<file path="config.mk">
export PLATFORM = sky130hd
export DESIGN_NAME = imm_encode_loader
export DESIGN_NICKNAME = d
export VERILOG_FILES = /design/src/rtl/imm_encode_loader.sv
export SDC_FILE = /design/constraint.sdc
export NUM_CORES = 1
export LEC_CHECK = 0
export ABC_AREA = 1
export BUFFER_PORTS_ARGS = -buffer_cell sky130_fd_sc_hd__buf_4
export CAP_MARGIN = 20
export CORE_ASPECT_RATIO = 2
export CORE_MARGIN = 5
export CORE_UTILIZATION = 57
export DETAILED_ROUTE_END_ITERATION = 8
export GPL_ROUTABILITY_DRIVEN = 0
export GPL_TIMING_DRIVEN = 0
export PLACE_DENSITY = 0.85
export SLEW_MARGIN = 20
export SYNTH_ARGS = -nofsm -noshare
export SYNTH_HDL_FRONTEND = slang
export SYNTH_SLANG_ARGS = --single-unit
</file>
<file path="constraint.sdc">
create_clock -name clk -period 2.9 [get_ports clk]
set_input_delay 0.145 -clock clk [delete_from_list [all_inputs] [get_ports clk]]
set_output_delay 0.145 -clock clk [all_outputs]
set_load 0.005 [all_outputs]
</file>
<file path="src/rtl/imm_encode_loader.sv">
// RISC-V immediate encoder with sequential instruction-memory write addressing.
// Optional legality checking and error counters are enabled by defining IMM_ENC_CHECK_EN.
module imm_encode_loader #(
    parameter int unsigned ADDR_W    = 10,
    parameter int unsigned BASE_ADDR = 0
) (
    input  logic              clk,
    input  logic              rst_n,
    input  logic              clear,
    input  logic              in_valid,
    output logic              in_ready,
    input  logic [2:0]        imm_src,
    input  logic [31:0]       base_instr,
    input  logic [31:0]       imm,
    output logic              out_valid,
    input  logic              out_ready,
    output logic [31:0]       out_instr,
    output logic [ADDR_W-1:0] out_addr,
    output logic [7:0]        err_cnt,
    output logic              err_sticky
);

    localparam logic [2:0] SRC_I = 3'b000;
    localparam logic [2:0] SRC_S = 3'b001;
    localparam logic [2:0] SRC_U = 3'b010;
    localparam logic [2:0] SRC_B = 3'b011;
    localparam logic [2:0] SRC_J = 3'b100;

    localparam logic [ADDR_W-1:0] BASE = ADDR_W'(BASE_ADDR);

    typedef struct packed {
        logic [2:0]  src;
        logic [31:0] base;
        logic [31:0] imm;
    } item_t;

    item_t       s1_q;
    logic        s1_valid;
    logic        s1_bad_c;
    logic        s2_load_c;
    logic        s1_adv_c;
    logic        in_xfer_c;
    logic        out_xfer_c;
    logic        s1_pass_c;
    logic [31:0] enc_c;

    // Legality of the item held in stage 1 (only meaningful while s1_valid).
`ifdef IMM_ENC_CHECK_EN
    always_comb begin
        s1_bad_c = 1'b0;
        case (s1_q.src)
            SRC_I, SRC_S: s1_bad_c = !((&s1_q.imm[31:11]) || !(|s1_q.imm[31:11]));
            SRC_B:        s1_bad_c = !((&s1_q.imm[31:12]) || !(|s1_q.imm[31:12])) || s1_q.imm[0];
            SRC_J:        s1_bad_c = !((&s1_q.imm[31:20]) || !(|s1_q.imm[31:20])) || s1_q.imm[0];
            SRC_U:        s1_bad_c = |s1_q.imm[11:0];
            default:      s1_bad_c = 1'b1;
        endcase
    end
`else
    assign s1_bad_c = 1'b0;
`endif

    // Scatter immediate bits into the format's fields; other bits come from base.
    always_comb begin
        enc_c = s1_q.base;
        case (s1_q.src)
            SRC_I: enc_c[31:20] = s1_q.imm[11:0];
            SRC_S: begin
                enc_c[31:25] = s1_q.imm[11:5];
                enc_c[11:7]  = s1_q.imm[4:0];
            end
            SRC_B: begin
                enc_c[31]    = s1_q.imm[12];
                enc_c[30:25] = s1_q.imm[10:5];
                enc_c[11:8]  = s1_q.imm[4:1];
                enc_c[7]     = s1_q.imm[11];
            end
            SRC_U: enc_c[31:12] = s1_q.imm[31:12];
            SRC_J: begin
                enc_c[31]    = s1_q.imm[20];
                enc_c[30:21] = s1_q.imm[10:1];
                enc_c[20]    = s1_q.imm[11];
                enc_c[19:12] = s1_q.imm[19:12];
            end
            default: enc_c = s1_q.base;
        endcase
    end

    // A rejected stage-1 item drains on its own even while stage 2 is stalled.
    assign out_xfer_c = out_valid && out_ready;
    assign s2_load_c  = !out_valid || out_ready;
    assign s1_adv_c   = s1_valid && (s2_load_c || s1_bad_c);
    assign s1_pass_c  = s1_valid && !s1_bad_c;
    assign in_ready   = !clear && (!s1_valid || s1_adv_c);
    assign in_xfer_c  = in_valid && in_ready;

    // Stage 1: capture the input item.
    always_ff @(posedge clk or negedge rst_n) begin
        if (!rst_n) begin
            s1_valid <= 1'b0;
            s1_q     <= '0;
        end else if (clear) begin
            s1_valid <= 1'b0;
        end else if (in_xfer_c) begin
            s1_valid <= 1'b1;
            s1_q     <= '{src: imm_src, base: base_instr, imm: imm};
        end else if (s1_adv_c) begin
            s1_valid <= 1'b0;
        end
    end

    // Stage 2: encoded word and its write address; address advances per transfer.
    always_ff @(posedge clk or negedge rst_n) begin
        if (!rst_n) begin
            out_valid <= 1'b0;
            out_instr <= '0;
            out_addr  <= BASE;
        end else if (clear) begin
            out_valid <= 1'b0;
            out_addr  <= BASE;
        end else begin
            if (out_xfer_c) begin
                out_addr <= out_addr + ADDR_W'(1);
            end
            if (s2_load_c) begin
                out_valid <= s1_pass_c;
                if (s1_pass_c) begin
                    out_instr <= enc_c;
                end
            end
        end
    end

    // Error accounting for items dropped out of stage 1.
`ifdef IMM_ENC_CHECK_EN
    always_ff @(posedge clk or negedge rst_n) begin
        if (!rst_n) begin
            err_cnt    <= '0;
            err_sticky <= 1'b0;
        end else if (clear) begin
            err_cnt    <= '0;
            err_sticky <= 1'b0;
        end else if (s1_valid && s1_bad_c) begin
            err_sticky <= 1'b1;
            if (err_cnt != 8'hFF) begin
                err_cnt <= err_cnt + 8'd1;
            end
        end
    end
`else
    assign err_cnt    = 8'd0;
    assign err_sticky = 1'b0;
`endif

endmodule
</file>
==> results of run 1 <==
[power groups by stage]
stage / logic (uW) / registers, uW / clock network (uW)
after floorplan: 370 / 1940 / 0
after global placement: 747 / 1960 / 0
after detailed placement: 774 / 1970 / 0
after CTS: 783 / 1950 / 1210
after global routing: 868 / 1980 / 1280
final: 774 / 1950 / 1210
[cell usage after synthesis (all sizes together)]
master and count:
clkbuf 10, nand2 188, o22ai 6, nand3 63, o31ai 1, nand4 1
buf 26, o21ai 31, a211oi 1, conb 1, dfrtp 111, inv 40
nor3 1, nor2 42, a21oi 45, nor3b 1, or2 4, ha 1
[per-layer routing]
metal  track usage (%)  wire length (microns)
met2              46.0                   7210
met1              29.1                   4500
met3              3.93                    839
met5                 0                      0
met4              15.3                    724
[final cells by class]
cell class	count	area, sq um
clock inverter	6	61.3
timing repair buffer	115	872
multi-input combinational	394	1750
tap	100	125
buffer	36	244
clock buffer	10	229
fill	666	2320
sequential	111	2780
inverter	40	153
[cell families (layout without fill, tap and decap cells)]
kind of cell | Yosys count | in the layout | synth area share [%]
adders and majority gates | 1 | 1 | 0.256
buffers and inverters | 76 | 207 | 8.11
and+or+nand+nor | 300 | 300 | 25.8
AOI/OAI and AO/OA | 84 | 84 | 9.00
other | 1 | 9 | 0.0766
DFF | 111 | 111 | 56.8
[critical path: cells and delay by family, from the launching register on]
kind | cells | cell delay [ns]
buffers and inverters | 4 | 0.57
flip-flops | 1 | 0.42
AND/OR/NAND/NOR | 3 | 0.17
[state kept, by name, indices dropped and copies added (netlist names)]
signal,cells
out_addr,10
s1_q,60
enc_c,7
out_instr,32
out_valid,1
s1_pass_c,1
[per-stage QoR]
stage	cell area [sq um]	utilization, %	std cells	setup slack, ns	hold WS (ns)
5_1_grt	6210	72.8	812	1.17	0.0199
4_1_cts	6210	72.8	812	1.25	0.00597
2_1_floorplan	4920	-	581	1.65	-0.151
6_report	6210	72.8	812	1.25	0.00975
3_3_place_gp	5900	69.2	795	1.44	0.362
3_5_place_dp	5910	69.3	795	1.38	0.342
[final timing paths]
check                           slack, ns       from  depth (start not counted)             to
min in group asynchronous            0.46      rst_n                          2  out_instr[15]
worst max register to register       1.33  out_valid                          8       s1_q[63]
max in group asynchronous            1.83      rst_n                          2    out_addr[2]
worst max-delay path                 1.25  out_valid                          7       in_ready
worst min-delay path                 0.01      clear                          2      out_valid
worst min register to register       0.47   s1_q[44]                          2       s1_q[44]
[timing repair]
| item | in CTS | in global routing |
|---|---|---|
| endpoints found under the hold margin | 32 | 0 |
| hold buffers | 1 | 0 |
| resized for setup | 0 | 0 |
==> qor.txt, run 1 <==
Sequential share of power - 49.6%
Via count of the first global-routing pass - 4,470
Max incr delay on CP - 0.42 ns
Via density - 5.36
GRT Util Overall - 26.4%
CTS tree - built
Leading cell type in the layout, fill and taps excluded - nand2_1
Syn avg cell area - 8.54 sq um
Root Driver - clkbuf_16
TritonCTS Buffers - 9
Port Buffers - 114
Number of DRC markers in iteration 0 - 309
Outcome - complete, no violations
Slew HR - 41.5%
Fin Setup TNS - 0 ns
Path category of the worst min-delay check - input pin to flop
Drt pass-1 iters - 5
Clock power frac - 30.7%
Cell Rows - 48
Commonest cells after routing, fill and taps aside - nand2_1 (185), buf_4 (126), dfrtp_1 (111)
Grt total ovfl - 0
RSZ-0062 raised after global routing - false
Overall power - 3930 uW
Sw frac - 27.9%
Total die area - 10,700 sq um
WP data arrival - 1.50 ns
Layout cell share with drive strength beyond 1 - 24.6%
Final min period - 1.65 ns
Critical path data required time - 2.76 ns
Synth top area cells - dfrtp_1 (57%), nand2_1 (14%), nand3_1 (6.2%), a21oi_1 (4.4%), nor2_1 (3.0%)
Worst-path fanout max - 10
P_sw - 1100 uW
WS Path Type - flop to output port
Syn. warnings - 0
Share of the synthesized area in the top cell type - 56.8%
Chip Height - 141 microns
Worst skew pair latency - 0.34 ns
Clock Tree Buf Depth - 2
Die W - 75.5 microns
Syn Inst Count - 573
Worst path slowest cell - dfrtp_1
Post-synthesis sequential area ratio - 56.8%
Peak supply drop - 0.000416 V
P_leak - 0.00335 uW
DRC - 0
Worst slew pin tran - 0.877 ns
Slew Limit Fails - 0
Drt total wl - 13,300 microns
Critical path cell sequence - inv_2 -> nor2_4 -> nand2_1 -> nand2_2 -> inv_4 -> buf_2 -> buf_4
Synth cell types - 29
Crit end category - output port
Post-layout net count - 780
DRT antenna net count - 0
Initial antenna violation count - 0
ANT cells - 0
Final Hold Fails - 0
Crit path launch type - flop
Internal power - 2840 uW
Starting Density - 57.4%
PwrDens - 634 nW/um^2
Core Area - 8530 sq um
Clock Skew - 0.00468 ns
Max_cap viols - 0
Cell Area, Synth - 4890 sq um
Clock Sinks - 111
Layout area overhead - 26.9%
Detailed placement HPWL - 9860 microns
Largest net degree at the start of global routing - 112
Drt wl/cell - 16.3 microns
Clock transition at the registers of the reported paths - 0.07 ns
Peak Freq - 607 MHz
Synth Register Bits - 111
Tcrit/Tclk final - 56.8%
First-pass GRT wire length - 21,100 microns
Postcts setup bufs - 0
Vias - 4,350
Comb pwr share - 19.7%
Largest area contributor in the netlist - dfrtp_1
Ports - 125
H-tree depth - 3
Final setup viols - 0
Power figures use the tool's default switching activity.
==> run 2, diff against run 1 <==
--- a/config.mk
+++ b/config.mk
@@ -10,11 +10,11 @@
 export CAP_MARGIN = 20
 export CORE_ASPECT_RATIO = 2
 export CORE_MARGIN = 5
-export CORE_UTILIZATION = 57
+export CORE_UTILIZATION = 48
 export DETAILED_ROUTE_END_ITERATION = 8
 export GPL_ROUTABILITY_DRIVEN = 0
 export GPL_TIMING_DRIVEN = 0
-export PLACE_DENSITY = 0.85
+export PLACE_DENSITY = 0.76
 export SLEW_MARGIN = 20
 export SYNTH_ARGS = -nofsm -noshare
 export SYNTH_HDL_FRONTEND = slang
==> constraint.sdc (replaced) <==
create_clock -name clk -period 1.43 [get_ports clk]
set_input_delay 0.0715 -clock clk [delete_from_list [all_inputs] [get_ports clk]]
set_output_delay 0.0715 -clock clk [all_outputs]
set_load 0.005 [all_outputs]
==> qor.txt, run 2 (synthesized netlist as in run 1, its figures left out) <==
Outcome - complete, but fails checks
Failing checks - negative setup slack
Post-layout net count - 850
Peak Freq - 677 MHz
Slew HR - 40.0%
CTS tree - built
DP Worst Slack - -0.0936 ns
Slew Limit Fails - 0
DRC - 0
P_leak - 0.00368 uW
RSZ-0062 raised after global routing - true
Max_cap viols - 0
Final core occ - 69.9%
Grt total ovfl - 0
Number of flip-flops under the largest register name - 60
Die W - 81.4 microns
Core Area - 10,100 sq um
WS Path Type - flop to output port
Number of DRC markers in iteration 0 - 222
Clock Skew - 0.00612 ns
Ports - 125
Biggest regs - s1_q (60), out_instr (32), out_addr (10)
Worst-path fanout max - 10
Critical path cell sequence - inv_2 -> nor2_4 -> nand2_2 -> nand2_2 -> inv_6 -> buf_6 -> buf_4
Worst slew pin tran - 0.899 ns
Via count of the first global-routing pass - 4,733
Largest net degree at the start of global routing - 112
Commonest cells after routing, fill and taps aside - nand2_1 (184), buf_4 (131), dfrtp_1 (109)
Total die area - 12,400 sq um
Vias - 4,614
Tcrit/Tclk final - 103%
Placed Cells - 830
Final Hold Fails - 0
Clock Sinks - 111
Drt total wl - 14,000 microns
# fillers - 776
Final min period - 1.48 ns
Final setup viols - 1
Detailed placement HPWL - 9810 microns
Most flops, register - s1_q
H-tree depth - 3
Clock transition at the registers of the reported paths - 0.07 ns
PnR worst setup slack - -0.0461 ns
Worst path slowest cell - dfrtp_1
PwrDens - 1180 nW/um^2
First-pass GRT wire length - 22,500 microns
Initial antenna violation count - 0
Crit-path most repeated cell - nand2_2
Clock Tree Buf Depth - 2
Drt wl/cell - 15.3 microns
Port Buffers - 114
Cell Rows - 52
WP data arrival - 1.40 ns
Worst path top cell family by delay - buffers and inverters
Crit path launch type - flop
Via density - 5.03
Path category of the worst min-delay check - input pin to flop
Max incr delay on CP - 0.38 ns
Critical path data required time - 1.36 ns
Peak supply drop - 0.000665 V
Crit end category - output port
Worst skew pair latency - 0.34 ns
Root Driver - clkbuf_16
Chip Height - 153 microns
Starting Density - 48.5%
DRT antenna net count - 0
Layout cell share with drive strength beyond 1 - 25.1%
Leading cell type in the layout, fill and taps excluded - nand2_1
Final Non-Filler Cells - 917
Layout area overhead - 44.1%
TritonCTS Buffers - 9
GRT Util Overall - 23.5%
ANT cells - 0
Drt pass-1 iters - 4
Crit path buffers/inverters - 4
## run 2: repair_timing
action / in CTS / in global routing
pin swaps: 0 / 5
resized for setup: 10 / 24
endpoints found under the hold margin: 177 / 0
buffers inserted: 3 / 4
hold buffers: 64 / 0
endpoints found under the setup margin: 36 / 74
## run 2: worst min-delay path: stages
cell and delay, ns:
buf_4 0.07, nor2_1 0.03, a21oi_1 0.12
## run 2: cell type report
class | count | area (sq um) | area share, %
clock buffers | 11 | 253 | 3.58
inverters | 40 | 155 | 2.20
multi-input cells | 394 | 1790 | 25.4
repair buffers | 185 | 1570 | 22.2
flip-flops and latches | 111 | 2780 | 39.4
clock inverters | 5 | 56.3 | 0.798
plain buffers | 36 | 280 | 3.97
well taps | 135 | 169 | 2.39
## run 2: power by group
part | leakage (uW) | switching, uW | internal (uW)
Sequential | 0.00136 | 329 | 3630
Combinational | 0.00216 | 862 | 931
Clock | 0.000152 | 1100 | 1450
Total | 0.00368 | 2290 | 6020
## run 2: per-stage QoR
| stage | hold slack [ns] | total power [uW] | TNS (ns) | cell area (sq um) |
|---|---|---|---|---|
| after floorplan | -0.224 | 4680 | 0 | 4920 |
| after global placement | 0.289 | 5510 | -0.179 | 5950 |
| after detailed placement | 0.275 | 5570 | -0.938 | 5950 |
| after CTS | 0.00446 | 8310 | -0.314 | 6970 |
| after global routing | 0.0134 | 8720 | -0.850 | 7050 |
| final | 0.0129 | 8310 | -0.0461 | 7050 |
## run 2: metal layers
metal,up-vias,GRT usage [%],wire [microns]
met5,-,0,0
met4,0,12.1,592
met3,37,3.25,636
met2,135,41.9,7810
met1,2218,26.0,4990
li1,2224,-,-
## run 2: worst paths after layout
check	from	end	slack [ns]	cells after the start
setup / recovery	out_valid	in_ready	-0.05	7
hold / removal	imm[12]	s1_q[12]	0.01	3
setup reg to reg	s1_pass_c	out_instr[10]	0.03	6
hold reg to reg	s1_q[49]	s1_q[49]	0.47	2
max in group asynchronous	rst_n	s1_q[65]	0.34	2
min in group asynchronous	rst_n	enc_c[4]	0.39	2
==> run 3, diff against run 2 <==
--- a/config.mk
+++ b/config.mk
@@ -8,7 +8,7 @@
 export ABC_AREA = 1
 export BUFFER_PORTS_ARGS = -buffer_cell sky130_fd_sc_hd__buf_4
 export CAP_MARGIN = 20
-export CORE_ASPECT_RATIO = 2
+export CORE_ASPECT_RATIO = 0.9
 export CORE_MARGIN = 5
 export CORE_UTILIZATION = 48
 export DETAILED_ROUTE_END_ITERATION = 8
==> qor.txt, run 3 (synthesized netlist as in run 1, its figures left out) <==
R2R depth - 7
WS Path Type - flop to output port
Crit end category - output port
Clock transition at the registers of the reported paths - 0.06 ns
PwrDens - 1160 nW/um^2
Clock Tree Buf Depth - 2
Placed Cells - 824
Final min period - 1.43 ns
Initial antenna violation count - 0
Leading cell type in the layout, fill and taps excluded - nand2_1
Max incr delay on CP - 0.36 ns
Worst slew pin tran - 0.582 ns
Root Driver - clkbuf_16
Final Hold Fails - 0
Largest net degree at the start of global routing - 112
PnR worst setup slack - 0.00203 ns
Register Area - 2780 sq um
# fillers - 762
Port Buffers - 114
Worst-path fanout max - 6
Hold_sp - base_instr[9]
Clock Skew - 0.00809 ns
Starting Density - 48.4%
Commonest cells after routing, fill and taps aside - nand2_1 (183), buf_4 (132), dfrtp_1 (109)
H-tree depth - 3
Via density - 5.00
Vias - 4,558
Number of flip-flops under the largest register name - 60
Grt total ovfl - 0
Crit-path most repeated cell - nand2_2
WP data arrival - 1.36 ns
P_leak - 0.00369 uW
Detailed placement HPWL - 9140 microns
Cell Rows - 35
Outcome - complete, no violations
RSZ-0062 raised after global routing - true
Tcrit/Tclk final - 99.9%
First-pass GRT wire length - 22,200 microns
Layout cell share with drive strength beyond 1 - 24.6%
Drt wl/cell - 15.1 microns
Number of DRC markers in iteration 0 - 289
Via count of the first global-routing pass - 4,550
Critical path cell sequence - inv_2 -> nor2_4 -> nand2_2 -> nand2_2 -> clkinv_4 -> buf_8 -> buf_6
Total die area - 12,300 sq um
CTS tree - built
Layout area overhead - 44.3%
Hold Path Sink - s1_q[41]
Most flops, register - s1_q
DRT antenna net count - 0
Worst R2R Setup Slack - 0.03 ns
Critical path data required time - 1.36 ns
Post-layout net count - 851
Slew HR - 61.2%
Multi-input gate area - 1790 sq um
Peak supply drop - 0.000861 V
Drt pass-1 iters - 4
Final Non-Filler Cells - 912
TritonCTS Buffers - 9
Worst skew pair latency - 0.35 ns
DRC - 0
Slew Limit Fails - 0
Hold path cells - 3
Worst path slowest cell - dfrtp_1
Biggest regs - s1_q (60), out_instr (32), out_addr (10)
Max_cap viols - 0
GRT Util Overall - 22.8%
Path category of the worst min-delay check - input pin to flop
ANT cells - 0
RR Startpoint - s1_q[66]
Peak Freq - 700 MHz
Ports - 125
Drt total wl - 13,800 microns
Die W - 116 microns
Final setup viols - 0
Crit path launch type - flop
Core Area - 10,100 sq um
Chip Height - 106 microns
R2R Path End - out_instr[18]
Clock Sinks - 111
DP Worst Slack - -0.0371 ns
run 3: cell types whose count changed in the layout (fill, tap and decap cells not counted), sizes merged:
cell,previous run,this run
clkinv,3,4
dlygate4sd3,64,65
inv,40,39
clkinvlp,1,0
buf,145,148
clkbuf,23,21
run 3: what timing repair did:
item                                    CTS  global route
setup buffers                             1             5
gates resized for setup                   9            29
hold endpoints to repair                178             0
endpoints found under the setup margin   16            67
hold buffers                             65             0
pin swaps                                 0             1
run 3: worst max-delay path by stage:
stage | slack, ns | start | cells after the start | to
6_report | 0.002 | out_valid | 7 | in_ready
5_1_grt | -0.07 | out_valid | 7 | in_ready
4_1_cts | 0.005 | out_valid | 7 | in_ready
3_5_place_dp | -0.04 | s1_q[65] | 7 | out_instr[19]
3_3_place_gp | -0.01 | out_valid | 8 | s1_q[39]
2_1_floorplan | 0.18 | s1_q[65] | 7 | out_instr[18]
run 3: stage by stage:
| stage | power (uW) | hold slack [ns] | area (sq um) | utilization, % | TNS [ns] |
|---|---|---|---|---|---|
| floorplan | 4680 | -0.224 | 4920 | - | 0 |
| finish | 8200 | 0.00408 | 7060 | 69.8 | 0 |
| detailed placement | 5550 | 0.277 | 5940 | 58.8 | -0.112 |
| global placement | 5490 | 0.287 | 5940 | 58.7 | -0.0244 |
| global route | 8630 | 0.0131 | 7060 | 69.8 | -0.192 |
| CTS | 8180 | 0.00225 | 6930 | 68.5 | 0 |
run 3: layout make-up:
| type | instances | area share (%) |
|---|---|---|
| clock buffers | 12 | 3.49 |
| plain buffers | 36 | 4.20 |
| inverters | 40 | 2.20 |
| flip-flops and latches | 111 | 39.4 |
| repair buffers | 186 | 22.5 |
| clock inverters | 4 | 0.638 |
| multi-input cells | 394 | 25.4 |
| well taps | 129 | 2.29 |
run 3: report_power, final:
group / switching [uW] / leakage, uW / internal [uW] / total (uW)
registers: 308 / 0.00136 / 3630 / 3940
clock network: 1070 / 0.000146 / 1400 / 2470
logic: 860 / 0.00219 / 931 / 1790
run 3: critical path, delay by kind of cell, from the launching register on:
| family | cells | cell delay [ns] |
|---|---|---|
| flip-flops | 1 | 0.36 |
| buffers and inverters | 4 | 0.41 |
| AND/OR/NAND/NOR | 3 | 0.25 |
run 3: layer usage:
layer	share of wire, %	global-route usage (%)	wire, microns	vias to the layer above
li1	-	-	-	2225
met1	43	31.1	5990	2172
met2	49	36.8	6770	134
met3	5.6	4.54	779	27
met5	0	0	0	-
met4	2.0	6.63	281	0
